<file path="src/rtl/alu_pkg.sv">
// -----------------------------------------------------------------------------
// alu_pkg
// Shared types and constants for the execute-stage ALU.
//   WIDTH    : datapath width (32 only)
//   RD_W     : destination register tag width
//   op_t     : 3-bit operation encoding (110/111 are illegal)
//   fwd_sel_t: operand forwarding source select
//   state_t  : execute-stage sequencer state
// Optional feature macro: ALU_MUL_EN (consumed by alu_ex_stage / mul_seq).
// -----------------------------------------------------------------------------
package alu_pkg;

  localparam int WIDTH = 32;
  localparam int RD_W  = 5;

  typedef enum logic [2:0] {
    OP_ADD  = 3'b000,
    OP_SUB  = 3'b001,
    OP_AND  = 3'b010,
    OP_OR   = 3'b011,
    OP_SLT  = 3'b100,
    OP_MUL  = 3'b101,
    OP_RSV6 = 3'b110,
    OP_RSV7 = 3'b111
  } op_t;

  typedef enum logic [1:0] {
    FWD_SRC = 2'b00,
    FWD_OUT = 2'b01,
    FWD_WB  = 2'b10,
    FWD_RSV = 2'b11
  } fwd_sel_t;

  typedef enum logic {
    IDLE    = 1'b0,
    MUL_RUN = 1'b1
  } state_t;

endpackage

</file>
<file path="src/rtl/alu_ex_stage_mul_seq.sv">
// -----------------------------------------------------------------------------
// mul_seq
// Unsigned 32x32 shift-add multiply sequencer. Only built with ALU_MUL_EN.
// It owns no adder: the top-level 32-bit adder is borrowed through
// add_a/add_b (requests) and add_sum/add_cout (results) while run is high.
//   clk, rst_n          : clock, async active-low reset (counter only)
//   start               : latch operands (acceptance edge of a MUL)
//   run                 : one iteration per cycle while high
//   mcand_in, mplier_in : multiplicand / multiplier
//   add_a, add_b        : operands driven onto the shared adder
//   add_sum, add_cout   : shared adder result and carry-out
//   done                : high in the cycle of the final iteration
//   prod_lo             : low 32 product bits (valid with done)
//   prod_hi_nz          : any upper product bit set (valid with done)
// -----------------------------------------------------------------------------
module mul_seq
  import alu_pkg::*;
(
  input  logic             clk,
  input  logic             rst_n,
  input  logic             start,
  input  logic             run,
  input  logic [WIDTH-1:0] mcand_in,
  input  logic [WIDTH-1:0] mplier_in,
  output logic [WIDTH-1:0] add_a,
  output logic [WIDTH-1:0] add_b,
  input  logic [WIDTH-1:0] add_sum,
  input  logic             add_cout,
  output logic             done,
  output logic [WIDTH-1:0] prod_lo,
  output logic             prod_hi_nz
);

  logic [5:0]         cnt_p1;
  logic [2*WIDTH-1:0] prod_p1;
  logic [WIDTH-1:0]   mcand_p1;
  logic [2*WIDTH-1:0] prod_nxt;

  // Upper half accumulates the multiplicand when the current multiplier
  // bit (LSB of the product register) is set; the whole register then
  // shifts right with the carry-out entering at the top.
  assign add_a    = prod_p1[2*WIDTH-1:WIDTH];
  assign add_b    = prod_p1[0] ? mcand_p1 : '0;
  assign prod_nxt = {add_cout, add_sum, prod_p1[WIDTH-1:1]};

  // The final iteration's product is handed out combinationally so the
  // output register can load it on the same edge.
  assign done       = run && (cnt_p1 == 6'(WIDTH - 1));
  assign prod_lo    = prod_nxt[WIDTH-1:0];
  assign prod_hi_nz = |prod_nxt[2*WIDTH-1:WIDTH];

  // ---- stage p1: iteration counter ----
  always_ff @(posedge clk or negedge rst_n) begin
    if (!rst_n) begin
      cnt_p1 <= '0;
    end else if (start) begin
      cnt_p1 <= '0;
    end else if (run) begin
      cnt_p1 <= cnt_p1 + 6'd1;
    end
  end

  // ---- stage p1: product / multiplicand registers ----
  always_ff @(posedge clk) begin
    if (start) begin
      prod_p1  <= {{WIDTH{1'b0}}, mplier_in};
      mcand_p1 <= mcand_in;
    end else if (run) begin
      prod_p1  <= prod_nxt;
    end
  end

endmodule

</file>
<file path="src/rtl/alu_ex_stage.sv">
// -----------------------------------------------------------------------------
// alu_ex_stage
// Execute-stage ALU: forwarding muxes, single-cycle ADD/SUB/AND/OR/SLT on a
// shared 32-bit adder, optional multi-cycle MUL, single-entry output register
// with valid/ready backpressure.
// Macro ALU_MUL_EN: when defined, MUL (op 101) runs on the mul_seq sequencer
// and the MUL_RUN state exists; when undefined, op 101 is illegal, busy = 0
// and the FSM stays in IDLE.
// Ports:
//   clk, rst_n             : clock, async active-low reset
//   in_valid / in_ready    : upstream handshake
//   op                     : operation (see alu_pkg::op_t)
//   src_a, src_b           : register-file operands
//   fwd_a_sel, fwd_b_sel   : 00 src, 01 out_result, 10 wb_data, 11 as 00
//   wb_data                : writeback-stage forwarded value
//   rd                     : destination tag
//   out_valid / out_ready  : downstream handshake
//   out_result, out_rd     : result and its tag
//   out_ovf, out_illegal   : overflow / illegal-op flags
//   busy                   : multiply in progress
// -----------------------------------------------------------------------------
module alu_ex_stage
  import alu_pkg::*;
(
  input  logic             clk,
  input  logic             rst_n,
  input  logic             in_valid,
  output logic             in_ready,
  input  logic [2:0]       op,
  input  logic [WIDTH-1:0] src_a,
  input  logic [WIDTH-1:0] src_b,
  input  logic [1:0]       fwd_a_sel,
  input  logic [1:0]       fwd_b_sel,
  input  logic [WIDTH-1:0] wb_data,
  input  logic [RD_W-1:0]  rd,
  output logic             out_valid,
  input  logic             out_ready,
  output logic [WIDTH-1:0] out_result,
  output logic [RD_W-1:0]  out_rd,
  output logic             out_ovf,
  output logic             out_illegal,
  output logic             busy
);

  // Signed overflow of a + b = s: operands agree in sign, sum does not.
  function automatic logic add_ovf(input logic signed [WIDTH-1:0] a,
                                   input logic signed [WIDTH-1:0] b,
                                   input logic signed [WIDTH-1:0] s);
    return (a[WIDTH-1] == b[WIDTH-1]) && (s[WIDTH-1] != a[WIDTH-1]);
  endfunction

  function automatic logic [WIDTH-1:0] fwd_mux(input logic [1:0]       sel,
                                               input logic [WIDTH-1:0] src,
                                               input logic [WIDTH-1:0] held,
                                               input logic [WIDTH-1:0] wb);
    case (fwd_sel_t'(sel))
      FWD_OUT: return held;
      FWD_WB:  return wb;
      default: return src;
    endcase
  endfunction

  state_t           state_q, state_nxt;
  op_t              opc;
  logic             accept, is_mul, is_sub, load;
  logic [WIDTH-1:0] opa, opb;
  logic [WIDTH-1:0] add_a, add_b, add_sum;
  logic             add_cin;
  logic [WIDTH-1:0] alu_res, ld_res;
  logic             alu_ovf, alu_ill, ld_ovf, ld_ill;
  logic [RD_W-1:0]  ld_rd;

  logic             vld_p1, ovf_p1, ill_p1;
  logic [WIDTH-1:0] res_p1;
  logic [RD_W-1:0]  rd_p1;

  assign opc      = op_t'(op);
  // Forwarding from out_result sees the register as it stands, stalled or not.
  assign opa      = fwd_mux(fwd_a_sel, src_a, res_p1, wb_data);
  assign opb      = fwd_mux(fwd_b_sel, src_b, res_p1, wb_data);
  assign in_ready = (state_q == IDLE) && (!vld_p1 || out_ready);
  assign accept   = in_valid && in_ready;
  // SLT is decided from A - B, so it shares the subtract path.
  assign is_sub   = (opc == OP_SUB) || (opc == OP_SLT);

`ifdef ALU_MUL_EN
  logic             add_cout, mul_done, mul_hi_nz;
  logic [WIDTH-1:0] mul_add_a, mul_add_b, mul_lo;
  logic [RD_W-1:0]  mul_rd_p1;

  assign is_mul = (opc == OP_MUL);
  assign busy   = (state_q == MUL_RUN);
  assign {add_cout, add_sum} = {1'b0, add_a} + {1'b0, add_b} + {{WIDTH{1'b0}}, add_cin};

  mul_seq u_mul_seq (
    .clk        (clk),
    .rst_n      (rst_n),
    .start      (accept && is_mul),
    .run        (state_q == MUL_RUN),
    .mcand_in   (opa),
    .mplier_in  (opb),
    .add_a      (mul_add_a),
    .add_b      (mul_add_b),
    .add_sum    (add_sum),
    .add_cout   (add_cout),
    .done       (mul_done),
    .prod_lo    (mul_lo),
    .prod_hi_nz (mul_hi_nz)
  );

  always_ff @(posedge clk) begin
    if (accept && is_mul) begin
      mul_rd_p1 <= rd;
    end
  end
`else
  assign is_mul  = 1'b0;
  assign busy    = 1'b0;
  assign add_sum = add_a + add_b + {{(WIDTH-1){1'b0}}, add_cin};
`endif

  // Shared adder operand select: ALU in IDLE, sequencer during MUL_RUN.
  always_comb begin
    add_a   = opa;
    add_b   = is_sub ? ~opb : opb;
    add_cin = is_sub;
`ifdef ALU_MUL_EN
    if (state_q == MUL_RUN) begin
      add_a   = mul_add_a;
      add_b   = mul_add_b;
      add_cin = 1'b0;
    end
`endif
  end

  always_comb begin
    alu_res = '0;
    alu_ovf = 1'b0;
    alu_ill = 1'b0;
    case (opc)
      OP_ADD, OP_SUB: begin
        alu_res = add_sum;
        alu_ovf = add_ovf(add_a, add_b, add_sum);
      end
      OP_AND:  alu_res = opa & opb;
      OP_OR:   alu_res = opa | opb;
      OP_SLT:  alu_res = {{(WIDTH-1){1'b0}}, add_sum[WIDTH-1] ^ add_ovf(add_a, add_b, add_sum)};
      default: alu_ill = 1'b1;
    endcase
  end

  always_ff @(posedge clk or negedge rst_n) begin
    if (!rst_n) begin
      state_q <= IDLE;
    end else begin
      state_q <= state_nxt;
    end
  end

  always_comb begin
    state_nxt = state_q;
    load      = 1'b0;
    ld_res    = alu_res;
    ld_ovf    = alu_ovf;
    ld_ill    = alu_ill;
    ld_rd     = rd;
    case (state_q)
      IDLE: begin
        if (accept) begin
          if (is_mul) begin
            state_nxt = MUL_RUN;
          end else begin
            load = 1'b1;
          end
        end
      end
`ifdef ALU_MUL_EN
      MUL_RUN: begin
        if (mul_done) begin
          load      = 1'b1;
          state_nxt = IDLE;
          ld_res    = mul_lo;
          ld_ovf    = mul_hi_nz;
          ld_ill    = 1'b0;
          ld_rd     = mul_rd_p1;
        end
      end
`endif
      default: state_nxt = IDLE;
    endcase
  end

  // ---- stage p1: output register ----
  always_ff @(posedge clk or negedge rst_n) begin
    if (!rst_n) begin
      vld_p1 <= 1'b0;
      res_p1 <= '0;
      rd_p1  <= '0;
      ovf_p1 <= 1'b0;
      ill_p1 <= 1'b0;
    end else if (load) begin
      vld_p1 <= 1'b1;
      res_p1 <= ld_res;
      rd_p1  <= ld_rd;
      ovf_p1 <= ld_ovf;
      ill_p1 <= ld_ill;
    end else if (out_ready) begin
      vld_p1 <= 1'b0;
    end
  end

  assign out_valid   = vld_p1;
  assign out_result  = res_p1;
  assign out_rd      = rd_p1;
  assign out_ovf     = ovf_p1;
  assign out_illegal = ill_p1;

endmodule
</file>
<file path="config.mk">
export PLATFORM = sky130hd
export DESIGN_NAME = alu_ex_stage
export DESIGN_NICKNAME = d
export VERILOG_FILES = /design/src/rtl/alu_pkg.sv /design/src/rtl/alu_ex_stage_mul_seq.sv /design/src/rtl/alu_ex_stage.sv
export SDC_FILE = /design/constraint.sdc
export NUM_CORES = 1
export LEC_CHECK = 0
export CORE_UTILIZATION = 51
export CTS_BUF_LIST = sky130_fd_sc_hd__clkbuf_2 sky130_fd_sc_hd__clkbuf_4 sky130_fd_sc_hd__clkbuf_8
export CTS_CLUSTER_SIZE = 12
export DETAILED_ROUTE_END_ITERATION = 6
export PLACE_DENSITY = 0.86
export SYNTH_ARGS = -nofsm -noshare
export SYNTH_HDL_FRONTEND = slang
export SYNTH_SLANG_ARGS = --single-unit
</file>
<file path="constraint.sdc">
create_clock -name clk -period 4.1 [get_ports clk]
set_input_delay 0.615 -clock clk [delete_from_list [all_inputs] [get_ports clk]]
set_output_delay 0.615 -clock clk [all_outputs]
set_load 0.005 [all_outputs]
</file>
==> run metrics, run 1 <==
area grow syn2layout=49.4%; Crit. End Element=flop; Gate power share=0.679; total CTS buffers=5; final wirelength=21300 um; final worst setup slack=~0.076 ns; TritonCTS clock tree=built; clk root buf=clkbuf_8; Max clock buf depth=2; crit-path max FO=7; clk slew on worst S/H paths=0.11 ns; Remaining Overflow, GRT=0; Post-synth EDFFs=0; dpl ws=-0.484 ns; Initial Utilization=0.529; LEAKAGE=about 3.5 nW; Port Buffer Count=~150; Peak supply drop=201 uV; FP Rows=37; diode count=0; DRC=0; final hold slack=approximately 0.50 ns; CP arrival=4.28 ns; Largest stage delay, worst path=roughly 0.53 ns; CP max-delay cell=clkdlybuf4s50_1; Switch Pwr=between 1 and 1.5 mW; internal power=about 1.7 mW; final hold vios=0; Setup-failing EPs final=0; Total Nets Final=between 1000 and 1500; Cell variety after synth=between 60 and 70; initial antenna violation count=0; Hold Path Class=input pin to async pin; Slew @ Worst Pin=1.08 ns; final worst-path cycle share=0.981; max-cap viol count=0; worst skew pair latency=roughly 0.32 ns; Die ar.=between 10000 and 15000 um2; via count=about 6900; syn nets=slightly below 900; Ports=around 150; commonest cells after routing, fill and taps aside=clkdlybuf4s50_1 (151), buf_4 (131), nand2_1 (87), o21ai_0 (85), a22oi_1 (69); Seq pwr share=0.197; family with the most delay on the worst path=compound AO/OA/AOI/OAI gates; Yosys reg bits=40; hpwl dp=around 16000 um; # H-tree levels=2; Slew Viols, Final=0; CP Cell Sequence=clkdlybuf4s50_1, inv_1, ha_2, a221o_1, o21ai_1, xnor2_1, ha_1, and3_1, nand4_1, mux2i_2, o221ai_2, o31ai_4, a31oi_4, or4_1, nand3_1; initial drt markers=563; die height=106 um; crit path time final=4.02 ns; Fin Clk Skew=between 0.015 and 0.02 ns; hold_buf cts=0; wire per inst=between 15 and 20 um; Seq/Total Area, Yosys=0.182; largest net degree at the start of global routing=46; Mapped Area=approximately 5500 um2; unrepaired setup endpoints after global routing=true; R2R depth=12; fraction of layout cells with a size suffix above 1=0.193; status=completed; Critical path buffers and inverters=2; First-pass DRT Iterations=6; vias per cell=6.25; first-pass GRT wire length=about 34000 um; Total GRT Usage=0.378; Rel. slew slack=0.281; Post-Synthesis Cells=between 700 and 800; clock share of power=0.125; Clock Sinks=40; required time of the critical path=4.36 ns; die width=between 100 and 150 um; Stages on worst setup path=15; Post-DRT Antenna Nets=0; area of the core=approximately 10000 um2; GPL Wtd Cong=0.943; Avg Inst Size Synth=approximately 7.6 um2; Net Sw Frac=0.422; Synthesis Warnings=0; Top FF cell, synth=dfrtp_1; ys async rst share=1.00; Peak Freq=about 250 MHz; power per standard cell area=349 nW/um2; commonest non-fill, non-tap cell in the layout=clkdlybuf4s50_1; Worst setup SP type=input pin; vias in the first global route=about 7000; TNS Setup=0 ns; critical path class=input pin to flop
## cell usage after synthesis (all sizes together), types with 9 or more instances
library cell | instances | area, um2
o21ai | 102 | 514
nand2 | 87 | 327
a22oi | 70 | 526
a21oi | 42 | 210
clkbuf | 42 | 158
xnor2 | 41 | 359
dfrtp | 40 | 1000
ha | 34 | 425
nor2 | 31 | 116
a21o | 27 | 203
maj3 | 25 | 250
inv | 15 | 56.3
xor2 | 13 | 121
buf | 12 | 62.6
nand3 | 12 | 60.1
nor3 | 12 | 60.1
a221o | 11 | 110
nand4 | 10 | 62.6
a22o | 9 | 78.8
and3 | 9 | 56.3
## state kept, by name, indices dropped and copies added, names as in the netlist
| name | flops |
|---|---|
| out_rd | 5 |
| out_ovf | 1 |
| out_valid | 1 |
| out_illegal | 1 |
| out_result | 32 |
## worst reg2reg max path, cell delays in order (launching register included)
cell	delay, ns
dfrtp_1	0.45
a221o_1	0.31
o21ai_1	0.15
xnor2_1	0.10
ha_1	0.35
and3_1	0.22
nand4_1	0.15
mux2i_2	0.27
o221ai_2	0.18
o31ai_4	0.35
a31oi_4	0.19
or4_1	0.49
nand3_1	0.09
## routing by layer
layer  vias to the layer above  share of wire  GRT usage
met4                         0          0.026      0.133
met1                      3278           0.42      0.480
met5                         -              0          0
met2                       361           0.48      0.655
li1                       3195              -          -
met3                        54          0.079     0.0509
## metrics by stage
| step | power [mW] | util | cells | instance area (um2) |
|---|---|---|---|---|
| 2_1_floorplan | 1.56 | - | 726 | 5510 |
| 3_3_place_gp | 2.39 | 0.769 | 1093 | 8010 |
| 3_5_place_dp | 2.43 | 0.769 | 1093 | 8010 |
| 4_1_cts | 2.81 | 0.781 | 1101 | 8130 |
| 5_1_grt | 3.05 | 0.791 | 1102 | 8230 |
| 6_report | 2.88 | 0.791 | 1102 | 8230 |
## layout make-up
class | instances | area, um2
multi-input combinational | 617 | 4340
timing repair buffer | 286 | 2550
fill | 729 | 2180
sequential | 40 | 1000
tap | 136 | 170
clock buffer | 5 | 68.8
inverter | 15 | 56.3
clock inverter | 3 | 42.5
## logic make-up after synthesis
group	after synthesis	share of synthesized area
compound gates	308	0.382
xor+xnor	54	0.0872
fa+ha+maj	60	0.126
buf+inv	69	0.0502
flops	40	0.182
mux	11	0.0220
other cells	1	0.000680
simple gates	183	0.150
## power by group through the flow
stage	registers (mW)	logic, mW	clock network, mW
4_1_cts	0.562	1.89	0.361
6_report	0.565	1.95	0.358
5_1_grt	0.575	2.11	0.369
3_3_place_gp	0.565	1.82	0
2_1_floorplan	0.555	1.01	0
3_5_place_dp	0.568	1.87	0
## path summary, 6_finish.rpt
check	startpoint	endpoint	slack [ns]
min reg2reg	out_rd[0]	out_rd[0]	0.52
max	fwd_b_sel[1]	out_result[27]	0.08
max reg2reg	out_result[3]	out_result[27]	0.76
min	rst_n	out_result[20]	0.50
min in group clk	out_rd[0]	out_rd[0]	0.52
max in group asynchronous	rst_n	out_result[21]	2.94
## repair_timing
item,in CTS,in global routing
buffers inserted,0,1
pin swaps,0,7
gates resized for setup,7,29
setup endpoints to repair,7,20
(Power assumes the default switching activity.)
==> run 2: changes to the inputs <==
- SETUP_SLACK_MARGIN: unset -> 0.05
==> run metrics, run 2 (synthesized netlist as in run 1, its figures left out) <==
CP arrival=4.18 ns; Ports=approximately 150; Clock Sinks=40; met2 GRT Util=0.654; LEAKAGE=approximately 3.6 nW; dpl ws=-0.484 ns; M1 GR Usage=0.476; vias in the first global route=7002; area grow syn2layout=50.7%; wire per inst=~19 um; final hold vios=0; Power Total=2.90 mW; grt peak-use layer=met2; Initial Utilization=0.529; Fin Clk Skew=roughly 0.019 ns; die height=roughly 110 um; Worst R2R Setup Slack=a little under 0.8 ns; initial drt markers=roughly 600; final worst setup slack=approximately 0.16 ns; die width=approximately 110 um; First-pass DRT Iterations=6; Setup-failing EPs final=0; hpwl dp=roughly 16000 um; final wirelength=approximately 21000 um; power per standard cell area=roughly 350 nW/um2; GRT met3 Usage=0.0564; status=completed; Die ar.=~11000 um2; Worst setup SP type=input pin; FP Rows=37; Total Nets Final=around 1100; unrepaired setup endpoints after global routing=false; required time of the critical path=~4.3 ns; clk slew on worst S/H paths=about 0.11 ns; Fillers=between 700 and 800; vias per cell=about 6.3; total CTS buffers=5; initial antenna violation count=0; TritonCTS clock tree=built; Rel. slew slack=0.289; crit-path max FO=7; hold_buf cts=0; Remaining Overflow, GRT=0; worst skew pair latency=around 0.32 ns; commonest cells after routing, fill and taps aside=clkdlybuf4s50_1 (149), buf_4 (135), nand2_1 (86), o21ai_0 (81), a22oi_1 (70); critical path class=input pin to flop; DRC=0; Peak Freq=~250 MHz; TNS Setup=0 ns; commonest non-fill, non-tap cell in the layout=clkdlybuf4s50_1; first-pass GRT wire length=33900 um; diode count=0; Port Buffer Count=152; max-cap viol count=0; fraction of layout cells with a size suffix above 1=0.199; Peak supply drop=between 150 and 200 uV; final worst-path cycle share=0.962; Crit. End Element=flop; crit path time final=slightly below 4 ns; area of the core=10400 um2; Post-DRT Antenna Nets=0; clk root buf=clkbuf_8; GPL Wtd Cong=approximately 0.94; largest net degree at the start of global routing=46; Slew Viols, Final=0; via count=6987; max reg flops=32; Hold Path Class=input pin to async pin; Slew @ Worst Pin=~1.1 ns; Max clock buf depth=2; Total GRT Usage=0.379; # H-tree levels=2
run 2: metrics by stage:
stage / instances / util / hold slack (ns) / cell area (um2)
2_1_floorplan: 726 / - / 0.319 / 5510
3_3_place_gp: 1093 / 0.769 / 0.478 / 8010
3_5_place_dp: 1093 / 0.769 / 0.497 / 8010
4_1_cts: 1101 / 0.782 / 0.511 / 8150
5_1_grt: 1106 / 0.797 / 0.534 / 8310
6_report: 1106 / 0.797 / 0.493 / 8310
run 2: path summary, 6_finish.rpt:
kind	depth (start not counted)	startpoint	endpoint
worst max-delay path	17	fwd_b_sel[0]	out_result[20]
worst min-delay path	1	rst_n	out_result[20]
worst max register to register	14	out_result[0]	out_result[20]
worst min register to register	1	out_rd[0]	out_rd[0]
max in group asynchronous	1	rst_n	out_result[21]
min in group clk	1	out_rd[0]	out_rd[0]
run 2: area by class of cell:
cell class	instances	area [um2]	share of cell area
Clock buffer	5	68.8	0.00828
Clock inverter	3	42.5	0.00512
Inverter	15	56.3	0.00678
Multi-Input combinational cell	617	4370	0.526
Sequential cell	40	1000	0.121
Tap cell	136	170	0.0205
Timing Repair Buffer	290	2590	0.312
run 2: routing by layer:
| layer | vias to the layer above | routed length (um) |
|---|---|---|
| li1 | 3203 | - |
| met1 | 3321 | 8720 |
| met2 | 391 | 10200 |
| met3 | 72 | 1800 |
| met4 | 0 | 683 |
| met5 | - | 0 |
run 2: critical path: stages:
cell             delay (ns)
clkdlybuf4s50_1        0.49
inv_1                  0.07
ha_4                   0.25
a221o_1                0.31
o21ai_4                0.10
xnor2_2                0.08
ha_1                   0.35
a21o_1                 0.25
a221oi_4               0.34
buf_4                  0.17
o21a_1                 0.15
o21ai_2                0.09
a211o_1                0.33
buf_4                  0.14
xor2_1                 0.12
a21oi_1                0.09
o31ai_1                0.23
run 2: timing repair:
item,CTS,global route
resized for setup,12,35
hold endpoints to repair,0,0
pin swaps,2,16
buffers inserted,0,5
setup endpoints to repair,11,20
run 2: power by group:
group / total [mW] / internal [mW] / switching, mW / leakage [nW]
Clock: 0.355 / 0.181 / 0.174 / 0.0541
Sequential: 0.565 / 0.473 / 0.0917 / 0.517
Combinational: 1.98 / 1.03 / 0.950 / 3.01
Total: 2.90 / 1.68 / 1.22 / 3.58
==> run 3: changes to the inputs <==
- CORE_MARGIN: unset -> 2
==> run metrics, run 3 (synthesized netlist as in run 1, its figures left out) <==
Initial Utilization=0.529; unrepaired setup endpoints after global routing=true; final wirelength=approximately 22000 um; total CTS buffers=5; Fin Clk Skew=roughly 0.010 ns; First-pass DRT Iterations=6; worst skew pair latency=roughly 0.32 ns; CP arrival=~4.3 ns; area of the core=between 10000 and 15000 um2; FP Rows=37; fraction of layout cells with a size suffix above 1=0.206; area grow syn2layout=51.9%; Remaining Overflow, GRT=0; required time of the critical path=around 4.3 ns; Setup crit start=fwd_a_sel[0]; Post-DRT Antenna Nets=0; diode count=0; GPL Wtd Cong=0.957; crit path time final=4.06 ns; Rel. slew slack=0.276; # H-tree levels=2; Power Total=between 2 and 3 mW; Total GRT Usage=0.359; DRC=0; commonest cells after routing, fill and taps aside=clkdlybuf4s50_1 (149), buf_4 (140), nand2_1 (86), o21ai_0 (79), a22oi_1 (70); Slew Viols, Final=0; die height=roughly 110 um; clk slew on worst S/H paths=0.10 ns; max reg flops=32; TritonCTS clock tree=built; status=completed; max-cap viol count=0; final worst setup slack=between 0.03 and 0.04 ns; dpl ws=-0.436 ns; Ports=154; Setup-failing EPs final=0; hold_buf cts=0; hpwl dp=16300 um; commonest non-fill, non-tap cell in the layout=clkdlybuf4s50_1; power per standard cell area=~350 nW/um2; Peak Freq=~250 MHz; Hold Path Class=input pin to async pin; Reg-to-Reg Start=out_result[0]; Port Buffer Count=between 150 and 200; via count=between 7000 and 8000; LEAKAGE=between 3 and 4 nW; vias per cell=between 6 and 7; Peak supply drop=238 uV; clk root buf=clkbuf_8; initial drt markers=577; first-pass GRT wire length=33400 um; Die ar.=between 10000 and 15000 um2; wire per inst=approximately 19 um; Crit. End Element=flop; die width=between 100 and 150 um; Clock Sinks=40; vias in the first global route=around 6900; critical path class=input pin to flop; initial antenna violation count=0; largest net degree at the start of global routing=just over 40; Worst setup SP type=input pin; crit-path max FO=3; final hold vios=0; Slew @ Worst Pin=between 1 and 1.5 ns; Total Nets Final=roughly 1100; Max clock buf depth=2; final worst-path cycle share=0.990
## run 3: through the flow
step	setup TNS (ns)	util	std cells	hold slack [ns]	area, um2
5_1_grt	-0.00329	0.804	1114	0.525	8370
2_1_floorplan	0	-	726	0.319	5510
6_report	0	0.804	1114	0.491	8370
4_1_cts	0	0.787	1108	0.512	8200
3_3_place_gp	-4.24	0.773	1099	0.480	8050
3_5_place_dp	-6.13	0.773	1099	0.474	8050
## run 3: area by class of cell
| class | instances | area [um2] |
|---|---|---|
| clock buffers | 6 | 76.3 |
| clock inverters | 2 | 35.0 |
| flip-flops and latches | 40 | 1000 |
| fillers | 690 | 2040 |
| inverters | 15 | 56.3 |
| repair buffers | 298 | 2660 |
| multi-input cells | 617 | 4380 |
| well taps | 136 | 170 |
## run 3: report_power, final
group	internal (mW)	switching, mW
sequential	0.473	0.0935
combinational	1.04	0.960
clock	0.188	0.171
## run 3: final timing paths
check	endpoint	slack, ns	cells after the start
max	out_result[24]	0.04	16
min	out_valid	0.49	1
max reg2reg	out_result[24]	0.71	13
min in group clk	out_illegal	0.52	2
max in group asynchronous	out_result[18]	2.94	1
min reg2reg	out_illegal	0.52	2
## run 3: metal layers
metal  up-vias  track usage  routed length (um)
met3        55       0.0446                1630
met1      3366        0.469                9030
met4         0        0.127                 540
met5         -            0                   0
li1       3222            -                   -
met2       390        0.610               10400
## run 3: critical path, cell delays in order
cell and delay [ns]:
clkdlybuf4s50_1 0.48, inv_1 0.05, ha_1 0.33, a221o_1 0.34
nand2_2 0.13, mux2i_4 0.08, fa_2 0.40, a21o_1 0.22
a221oi_4 0.32, buf_4 0.17, o21a_1 0.15, o21ai_1 0.11
a211o_1 0.33, a311oi_2 0.30, xor2_1 0.18, o21ai_1 0.07
## run 3: what timing repair did
item | in CTS | in global routing
setup buffers | 1 | 6
endpoints found under the setup margin | 12 | 19
resized for setup | 12 | 40
pin swaps | 3 | 15
